--- src/rtl/mem_arbiter.sv ---
// ---------------------------------------------------------------------------
// mem_arbiter
//
// Two-port round-robin arbiter in front of a single-port, write-first,
// synchronous block RAM. Port 0 is the CPU core, port 1 a second master
// (display scanner, loader). One access is accepted per clock. The winning
// access is registered onto the RAM pins, and read data returns to its owner
// two cycles after the grant.
//
// Optional feature: define MEM_ARB_LOCK_EN to build the ownership-lock logic.
// A granted port that asserted pX_lock keeps the RAM on the following cycles
// while it keeps requesting. The lock is capped at LOCK_MAX consecutive
// re-grants, after which one normal arbitration is forced.
//
// Parameters
//   ADDR_W    word-address width
//   DATA_W    data width
//   LOCK_MAX  maximum consecutive locked re-grants (1..255)
//
// Ports
//   clock, reset              rising-edge clock, synchronous active-high reset
//   pX_req/we/addr/wdata      access request; held stable until pX_gnt
//   pX_lock                   keep ownership (MEM_ARB_LOCK_EN builds only)
//   pX_gnt                    combinational grant, access accepted this cycle
//   pX_rvalid, pX_rdata       read return, two cycles after the grant
//   mem_addr/mem_dout/mem_we  registered RAM pins
//   mem_din                   RAM read data, one cycle after mem_addr
// ---------------------------------------------------------------------------
module mem_arbiter #(
  parameter int ADDR_W   = 15,
  parameter int DATA_W   = 16,
  parameter int LOCK_MAX = 16
) (
  input  logic              clock,
  input  logic              reset,
  input  logic              p0_req,
  input  logic              p0_we,
  input  logic [ADDR_W-1:0] p0_addr,
  input  logic [DATA_W-1:0] p0_wdata,
  input  logic              p0_lock,
  input  logic              p1_req,
  input  logic              p1_we,
  input  logic [ADDR_W-1:0] p1_addr,
  input  logic [DATA_W-1:0] p1_wdata,
  input  logic              p1_lock,
  output logic              p0_gnt,
  output logic              p1_gnt,
  output logic              p0_rvalid,
  output logic              p1_rvalid,
  output logic [DATA_W-1:0] p0_rdata,
  output logic [DATA_W-1:0] p1_rdata,
  output logic [ADDR_W-1:0] mem_addr,
  output logic [DATA_W-1:0] mem_dout,
  output logic              mem_we,
  input  logic [DATA_W-1:0] mem_din
);

  localparam logic [7:0] LOCK_MAX_C = 8'(LOCK_MAX);

  // Port that won the most recent grant; the other port wins the next tie.
  logic              last_q, last_d;
  logic [ADDR_W-1:0] mem_addr_q, mem_addr_d;
  logic [DATA_W-1:0] mem_dout_q, mem_dout_d;
  logic              mem_we_q, mem_we_d;

  // Read-return pipeline: stage 1 lines up with mem_addr on the RAM pins,
  // stage 2 with mem_din coming back from the RAM.
  logic s1_vld_q, s1_vld_d, s1_own_q, s1_own_d;
  logic s2_vld_q, s2_vld_d, s2_own_q, s2_own_d;

  logic              grant_any;
  logic              grant_port;
  logic              lock_hit;
  logic              lock_owner;
  logic              sel_we;
  logic [ADDR_W-1:0] sel_addr;
  logic [DATA_W-1:0] sel_wdata;

`ifdef MEM_ARB_LOCK_EN
  logic       lock_vld_q, lock_vld_d;
  logic       lock_own_q, lock_own_d;
  logic [7:0] lock_cnt_q, lock_cnt_d;
  logic       sel_lock;

  // The lock holds only while the owner keeps requesting and the run of
  // locked re-grants has not yet reached the cap.
  assign lock_owner = lock_own_q;
  assign lock_hit   = lock_vld_q && (lock_own_q ? p1_req : p0_req) &&
                      (lock_cnt_q < LOCK_MAX_C);
  assign sel_lock   = grant_port ? p1_lock : p0_lock;
`else
  logic       unused_lock;
  logic [7:0] unused_lock_max;

  assign lock_owner      = 1'b0;
  assign lock_hit        = 1'b0;
  assign unused_lock     = p0_lock | p1_lock;
  assign unused_lock_max = LOCK_MAX_C;
`endif

  // Arbitration: lock first, then round-robin against last_q.
  always_comb begin
    // NOTE: every variable gets a default before any branch so that no path
    // leaves it unassigned, which would otherwise infer a latch.
    grant_any  = 1'b0;
    grant_port = 1'b0;
    if (!reset) begin
      if (lock_hit) begin
        grant_any  = 1'b1;
        grant_port = lock_owner;
      end else if (p0_req && p1_req) begin
        grant_any  = 1'b1;
        grant_port = ~last_q;
      end else if (p0_req) begin
        grant_any  = 1'b1;
        grant_port = 1'b0;
      end else if (p1_req) begin
        grant_any  = 1'b1;
        grant_port = 1'b1;
      end
    end
  end

  assign p0_gnt    = grant_any & ~grant_port;
  assign p1_gnt    = grant_any &  grant_port;
  assign sel_we    = grant_port ? p1_we    : p0_we;
  assign sel_addr  = grant_port ? p1_addr  : p0_addr;
  assign sel_wdata = grant_port ? p1_wdata : p0_wdata;

  // Next-state: load the winner onto the RAM pins. When idle, address and
  // write data hold so the RAM pins do not toggle needlessly.
  always_comb begin
    last_d     = last_q;
    mem_addr_d = mem_addr_q;
    mem_dout_d = mem_dout_q;
    mem_we_d   = 1'b0;
    s1_vld_d   = 1'b0;
    s1_own_d   = 1'b0;
    s2_vld_d   = s1_vld_q;
    s2_own_d   = s1_own_q;
    if (grant_any) begin
      last_d     = grant_port;
      mem_addr_d = sel_addr;
      mem_dout_d = sel_wdata;
      mem_we_d   = sel_we;
      s1_vld_d   = ~sel_we;
      s1_own_d   = grant_port;
    end
  end

  always_ff @(posedge clock) begin
    // NOTE: state registers use non-blocking assignments so that every flop
    // samples its pre-edge inputs, independent of statement order.
    if (reset) begin
      last_q     <= 1'b1;
      mem_addr_q <= '0;
      mem_dout_q <= '0;
      mem_we_q   <= 1'b0;
      s1_vld_q   <= 1'b0;
      s1_own_q   <= 1'b0;
      s2_vld_q   <= 1'b0;
      s2_own_q   <= 1'b0;
    end else begin
      last_q     <= last_d;
      mem_addr_q <= mem_addr_d;
      mem_dout_q <= mem_dout_d;
      mem_we_q   <= mem_we_d;
      s1_vld_q   <= s1_vld_d;
      s1_own_q   <= s1_own_d;
      s2_vld_q   <= s2_vld_d;
      s2_own_q   <= s2_own_d;
    end
  end

`ifdef MEM_ARB_LOCK_EN
  // A lock is taken by the grant that carried pX_lock. The counter counts
  // locked re-grants only; any normal grant or idle cycle restarts it.
  always_comb begin
    lock_vld_d = grant_any & sel_lock;
    lock_own_d = grant_port;
    lock_cnt_d = (grant_any && lock_hit) ? lock_cnt_q + 8'd1 : 8'd0;
  end

  always_ff @(posedge clock) begin
    if (reset) begin
      lock_vld_q <= 1'b0;
      lock_own_q <= 1'b0;
      lock_cnt_q <= 8'd0;
    end else begin
      lock_vld_q <= lock_vld_d;
      lock_own_q <= lock_own_d;
      lock_cnt_q <= lock_cnt_d;
    end
  end
`endif

  assign mem_addr  = mem_addr_q;
  assign mem_dout  = mem_dout_q;
  assign mem_we    = mem_we_q;
  assign p0_rvalid = s2_vld_q & ~s2_own_q;
  assign p1_rvalid = s2_vld_q &  s2_own_q;
  assign p0_rdata  = mem_din;
  assign p1_rdata  = mem_din;

endmodule

--- config.mk ---
export PLATFORM = sky130hd
export DESIGN_NAME = mem_arbiter
export DESIGN_NICKNAME = d
export VERILOG_FILES = /design/src/rtl/mem_arbiter.sv
export SDC_FILE = /design/constraint.sdc
export NUM_CORES = 1
export LEC_CHECK = 0
export CAP_MARGIN = 20
export CORE_ASPECT_RATIO = 0.7
export CORE_UTILIZATION = 33
export DETAILED_ROUTE_END_ITERATION = 8
export PLACE_DENSITY = 0.81
export SETUP_SLACK_MARGIN = 0.2
export SLEW_MARGIN = 20
export SYNTH_ARGS = -nofsm -noshare
export SYNTH_HDL_FRONTEND = slang
export SYNTH_SLANG_ARGS = --single-unit
--- constraint.sdc ---
create_clock -name clock -period 1.4 [get_ports clock]
set_input_delay 0.21 -clock clock [delete_from_list [all_inputs] [get_ports clock]]
set_output_delay 0.21 -clock clock [all_outputs]
set_load 0.02 [all_outputs]
==> results of run 1 <==
[final cells by class]
class                      instances  area share, %
timing repair buffer             124          36.12
multi-input combinational         88          34.25
sequential                        37          21.35
inverter                          30          3.385
tap                               72          2.593
clock buffer                       8          2.305
[worst max-delay path, cell delays in order]
cell and delay [ns]:
clkdlybuf4s15_2 0.25, nor2_4 0.07, or2_2 0.32, nor2_4 0.12, buf_6 0.12
[power groups by stage]
stage / clock network (mW) / logic, mW / registers [mW]
after floorplan: 0 / 0.355 / 1.31
after global placement: 0 / 0.724 / 1.22
after detailed placement: 0 / 0.740 / 1.21
after CTS: 0.731 / 0.858 / 1.19
after global routing: 0.807 / 0.996 / 1.20
final: 0.732 / 0.943 / 1.20
[repair_timing]
| item | 4_1_cts | 5_1_grt |
|---|---|---|
| setup buffers | 4 | 0 |
| pin swaps | 5 | 9 |
| gates cloned | 3 | 0 |
| endpoints found under the setup margin | 69 | 61 |
| gates resized for setup | 140 | 54 |
[synthesized netlist by cell type]
cell | instances | share of area [%]
dfxtp_1 | 37 | 39
buf_4 | 33 | 13
a2111oi_0 | 31 | 14
inv_1 | 29 | 5.7
a221o_1 | 28 | 15
clkbuf_1 | 9 | 1.8
buf_2 | 6 | 1.6
nor3_1 | 6 | 1.6
nor2_1 | 5 | 0.98
nor2b_1 | 4 | 1.3
buf_6 | 3 | 1.8
and2_1 | 2 | 0.65
a21oi_1 | 1 | 0.26
and3b_1 | 1 | 0.46
inv_2 | 1 | 0.20
nand2_1 | 1 | 0.20
nand2_4 | 1 | 0.59
nand2b_1 | 1 | 0.33
nand3_1 | 1 | 0.26
nor2_2 | 1 | 0.33
nor3_2 | 1 | 0.52
o21ai_0 | 1 | 0.26
o21bai_1 | 1 | 0.39
or2_2 | 1 | 0.33
[metrics by stage]
stage / area, sq um / power (mW) / utilization (%)
final: 3475 / 2.871 / 64.40
after global placement: 2823 / 1.939 / 52.32
after CTS: 3277 / 2.779 / 60.74
after global routing: 3475 / 3.006 / 64.40
after floorplan: 1946 / 1.663 / -
after detailed placement: 2823 / 1.954 / 52.32
[kinds of logic after synthesis]
family,count (synthesis),synth area share [%]
AOI/OAI and AO/OA,62,29.78
buffers and inverters,81,23.95
and+or+nand+nor,25,7.526
DFF,37,38.74
[routing by layer]
metal | wire length, um | vias to the layer above | track usage [%]
met5 | 0 | - | 0
met4 | 53 | 0 | 6.538
met3 | 591 | 6 | 7.060
met2 | 3222 | 101 | 39.15
met1 | 2914 | 948 | 26.95
li1 | - | 899 | -
[sequential cells by signal, summed over array words and instances (netlist names)]
name and count:
s1_vld_q 1, s2_own_q 1, mem_we 1, mem_dout 16
mem_addr 15, last_q 1, s1_own_q 1, s2_vld_q 1
[worst max path at each step]
stage	slack (ns)	end	from	cells past startpoint
3_3_place_gp	-0.64	mem_dout[3]	p1_req	4
3_5_place_dp	-0.74	mem_addr[12]	p0_req	4
4_1_cts	0.06	p0_gnt	last_q	5
6_report	0.09	p0_gnt	p0_req	5
5_1_grt	0.06	p0_gnt	last_q	5
2_1_floorplan	0.20	mem_dout[3]	last_q	6
==> reports/summary.txt, run 1 <==
total core area -> 5395 sq um
FF+latch area -> 742.0 sq um
DP Wirelength -> 3901 um
accumulated negative setup slack -> 0 ns
drt wl/cell -> 18.89 um
clock tree from TritonCTS -> built
beginning of the worst hold path -> mem_din[3]
Reg-to-Reg End -> mem_addr[1]
Vert. Die Dim -> 65.68 um
final net count -> 372
proportion of synthesized chip area in sequential cells -> 38.74%
Pre-antenna DRT Iters -> 4
part of the total power dissipated in the clock network -> 25.5%
Crit path required time -> 1.19 ns
number of global-route vias before repair -> 1,998
FILL cells -> 440
worst reg2reg setup slack -> 0.16 ns
post-synth cell types -> 24
status -> finished, final reports clean
maximum vdd ir drop -> 0.3472 mV
number of I/O pins -> 154
proportion of layout cells with a drive suffix above 1 -> 28.22%
max-slew violation count -> 0
time the worst path needs with I/O delays and setup -> 1.305 ns
quantity of hold-fixing buffers added after cts -> 0
sum of routed wire length over all layers -> 6781 um
global-route congestion overflow total -> 0
Placement Setup Slack -> -0.7438 ns
detail-routed via count per cell -> 5.443
count of warnings emitted by yosys -> 0
net count after synthesis -> 291
worst-case headroom to the max-slew limit -> 70.22%
# diodes -> 0
initial cell density of the core -> 35.44%
final critical-path setup slack -> 0.09481 ns
number of CTS-inserted buffers -> 5
setup repair after global routing missed its margin -> yes
arrival time reported for the critical path endpoint -> 1.10 ns
Tcrit/Tclk final -> 93.23%
root buffer cell -> clkbuf_8
first-pass GRT wire length -> 10,360 um
crit path max fanout -> 3
worst hold margin -> 0.4200 ns
maximum buffer depth of the clock tree -> 2
commonest cells after routing, fill and taps aside -> 64 x clkdlybuf4s50_1, 36 x dfxtp_1, 29 x inv_1
end point of the worst hold path -> p0_rdata[3]
overall via count from detail_route -> 1,954
number of maximum-capacitance violations -> 0
largest net degree at the start of global routing -> 19
Clock Skew -> 0.009734 ns
worst min-delay path category -> in -> out
maximum operating frequency -> 766.2 MHz
count of H-tree levels built during CTS -> 2
GRT Util Overall -> 22.60%
LEAKAGE -> 1.346 nW
CP Class -> in -> out
post-synthesis area per instance -> 9.326 sq um
CP endpoint kind -> output pin
depth of the worst register-to-register path -> 4
Worst Max-Slew Pin Slew -> 0.4467 ns
commonest non-fill, non-tap cell in the layout -> clkdlybuf4s50_1
last weighted congestion value of the routability-driven placer -> 0.7280
number of standard cells after synthesis -> 205
total standard cell area after synthesis -> 1912 sq um
area used by multi-input combinational logic -> 1190 sq um
number of placement rows -> 22
internal power -> 1.978 mW
clock latency of the later-clocked register in the worst-skew pair -> 0.29 ns
nature of the critical path startpoint -> input pin
Post-Place Cells -> 344
number of antenna violations at the first check in global routing -> 0
Cell Count, Final, Fillers Out -> 359
critical register-to-register path startpoint -> last_q
Die Footprint -> 6107 sq um
switching pwr -> 893.0 uW
Sw Share -> 31.10%
remaining antenna violation count after routing -> 0
clk sink count -> 37
cell count of the worst hold path -> 0
Cell Pwr Density -> 826.4 nW/um^2
drt drc -> 0
share of power burned in registers -> 41.7%
drt first-iter violations -> 55
part of the total power dissipated in combinational logic -> 32.8%
flop and latch count out of synthesis -> 37
Buffers on Ports -> 103
relative area change from synthesis to final layout -> 81.74%
horizontal die dimension -> 92.98 um
Final Hold Fails -> 0
final setup violation count -> 0
No activity file was read; power rests on OpenSTA's default activity.
==> run 2: changes to the inputs <==
SKIP_LAST_GASP = 1   (was not set)
==> results of run 2 <==
The final DEF is identical to that of run 1; final timing and power are the same.
==> run 3: changes to the inputs <==
--- a/constraint.sdc
+++ b/constraint.sdc
@@ -3,2 +3,2 @@
 set_output_delay 0.21 -clock clock [all_outputs]
-set_load 0.02 [all_outputs]
+set_load 0.05 [all_outputs]
==> reports/summary.txt, run 3 (same netlist as run 1, synthesis figures left out) <==
number of placement rows -> 22 (unchanged)
overall via count from detail_route -> 1,881 (was 1,954)
CP Class -> in -> out (unchanged)
post-layout utilization of the core -> 64.89% (was 64.40%)
CP max stage delay -> 0.38 ns (was 0.32 ns)
worst min-delay path category -> in -> reg (was in -> out)
Buffers on Ports -> 103 (unchanged)
drt first-iter violations -> 88 (was 55)
Die Footprint -> 6107 sq um (unchanged)
GRT Util Overall -> 19.82% (was 22.60%)
maximum operating frequency -> 728.3 MHz (was 766.2 MHz)
worst-case headroom to the max-slew limit -> 54.78% (was 70.22%)
clk sink count -> 37 (unchanged)
worst hold margin -> 0.4058 ns (was 0.4200 ns)
CP Launch Point -> reset (was p0_req)
drt wl/cell -> 16.83 um (was 18.89 um)
largest net degree at the start of global routing -> 19 (unchanged)
clock tree from TritonCTS -> built (unchanged)
LEAKAGE -> 1.431 nW (was 1.346 nW)
number of antenna violations at the first check in global routing -> 0 (unchanged)
crit path max fanout -> 6 (was 3)
# diodes -> 0 (unchanged)
Clock Skew -> 0.004100 ns (was 0.009734 ns)
first-pass GRT wire length -> 9259 um (was 10,360 um)
maximum vdd ir drop -> 0.4416 mV (was 0.3472 mV)
total core area -> 5395 sq um (unchanged)
count of H-tree levels built during CTS -> 2 (unchanged)
clock transition at the register clock pins on the worst setup and hold paths after CTS -> 0.07 ns
last weighted congestion value of the routability-driven placer -> 0.7578 (was 0.7280)
Cell Count, Final, Fillers Out -> 359 (unchanged)
initial cell density of the core -> 35.44% (unchanged)
Pre-antenna DRT Iters -> 4 (unchanged)
Cell Pwr Density -> 1008 nW/um^2 (was 826.4 nW/um^2)
number of CTS-inserted buffers -> 5 (unchanged)
commonest cells after routing, fill and taps aside -> 64 x clkdlybuf4s50_1, 38 x buf_12, 35 x dfxtp_1 (was 64 x clkdlybuf4s50_1, 36 x dfxtp_1, 29 x inv_1)
number of global-route vias before repair -> 1,846 (was 1,998)
cells traversed along the worst timing path -> clkdlybuf4s15_2, or2_2, nor2_4, buf_8 (was clkdlybuf4s15_2, nor2_4, or2_2, nor2_4, buf_6)
number of maximum-capacitance violations -> 0 (unchanged)
number of I/O pins -> 154 (unchanged)
Worst Max-Slew Pin Slew -> 0.6761 ns (was 0.4467 ns)
detail-routed via count per cell -> 5.240 (was 5.443)
Crit path required time -> 1.19 ns (about the same)
Tcrit/Tclk final -> 98.08% (was 93.23%)
setup repair after global routing missed its margin -> yes (unchanged)
final net count -> 372 (unchanged)
Post-Place Cells -> 343 (was 344)
relative area change from synthesis to final layout -> 83.12% (was 81.74%)
Largest register FFs -> 16 (unchanged)
horizontal die dimension -> 92.98 um (unchanged)
clock latency of the later-clocked register in the worst-skew pair -> 0.29 ns (about the same)
DP Wirelength -> 4129 um (was 3901 um)
beginning of the worst hold path -> p1_req (was mem_din[3])
proportion of layout cells with a drive suffix above 1 -> 31.01% (was 28.22%)
maximum buffer depth of the clock tree -> 2 (unchanged)
max-slew violation count -> 0 (unchanged)
Final Hold Fails -> 0 (unchanged)
cell with the biggest individual delay on the critical path -> or2_2 (unchanged)
nature of the critical path startpoint -> input pin (unchanged)
status -> finished, final reports clean (unchanged)
time the worst path needs with I/O delays and setup -> 1.373 ns (was 1.305 ns)
drt drc -> 0 (unchanged)
critical register-to-register path startpoint -> last_q (unchanged)
final setup violation count -> 0 (unchanged)
root buffer cell -> clkbuf_8 (unchanged)
CP endpoint kind -> output pin (unchanged)
commonest non-fill, non-tap cell in the layout -> clkdlybuf4s50_1 (unchanged)
sum of routed wire length over all layers -> 6042 um (was 6781 um)
Vert. Die Dim -> 65.68 um (unchanged)
global-route congestion overflow total -> 0 (unchanged)
arrival time reported for the critical path endpoint -> 1.16 ns (was 1.10 ns)
remaining antenna violation count after routing -> 0 (unchanged)
## run 3: changes by cell type in the layout (fill, tap and decap cells not counted), moves of 3 or more
cell / previous run / this run
a2111oi_0: 0 / 15
a2111oi_1: 0 / 9
a2111oi_2: 13 / 6
a2111oi_4: 18 / 1
buf_12: 4 / 38
buf_4: 12 / 18
clkbuf_1: 3 / 0
clkbuf_2: 7 / 0
clkdlybuf4s15_1: 20 / 0
dlygate4sd2_1: 6 / 0
## run 3: stage by stage
stage	instance area [sq um]	setup WS, ns	TNS [ns]	power, mW
2_1_floorplan	1952	0.1568	0	1.973
3_3_place_gp	3208	-0.5989	-19.14	2.369
3_5_place_dp	3208	-0.6503	-20.78	2.387
4_1_cts	3421	0.02532	0	3.510
5_1_grt	3501	-0.01618	-0.03744	3.672
6_report	3501	0.02688	0	3.528
## run 3: area by class of cell
class	instances	area, sq um
Fill cell	446	1894
Timing Repair Buffer	124	1579
Multi-Input combinational cell	88	837.1
Sequential cell	37	743.2
Inverter	30	117.6
Tap cell	72	90.09
Clock buffer	5	68.82
Clock inverter	3	65.06
## run 3: what timing repair did
action,in CTS,in global routing
pin swaps,7,11
gates cloned,1,0
resized for setup,23,26
hold buffers,0,0
endpoints found under the setup margin,36,37
buffers inserted,6,1
## run 3: power by group
| part | total, mW | switching, mW | internal [mW] | leakage, nW |
|---|---|---|---|---|
| clock network | 1.09 | 0.387 | 0.708 | 0.0681 |
| registers | 1.24 | 0.0973 | 1.14 | 0.307 |
| logic | 1.19 | 0.557 | 0.636 | 1.06 |
| total | 3.53 | 1.04 | 2.49 | 1.43 |
## run 3: worst max-delay path: cells and delay by family
family / cells / cell delay (ns)
buf+inv: 2 / 0.44
simple gates: 2 / 0.51
## run 3: final timing paths
path	cells past startpoint	to	slack, ns
max	4	p0_gnt	0.03
min	4	mem_we	0.41
max reg2reg	6	mem_addr[12]	0.04
min reg2reg	1	s2_vld_q	0.44
## run 3: layer usage
metal  routed length [um]  up-vias  global-route usage [%]
met5                    0        -                       0
met4                   71        0                   7.308
met3                  494        7                   6.944
met2                 2823      101                   30.51
met1                 2653      881                   25.53
li1                     -      892                       -
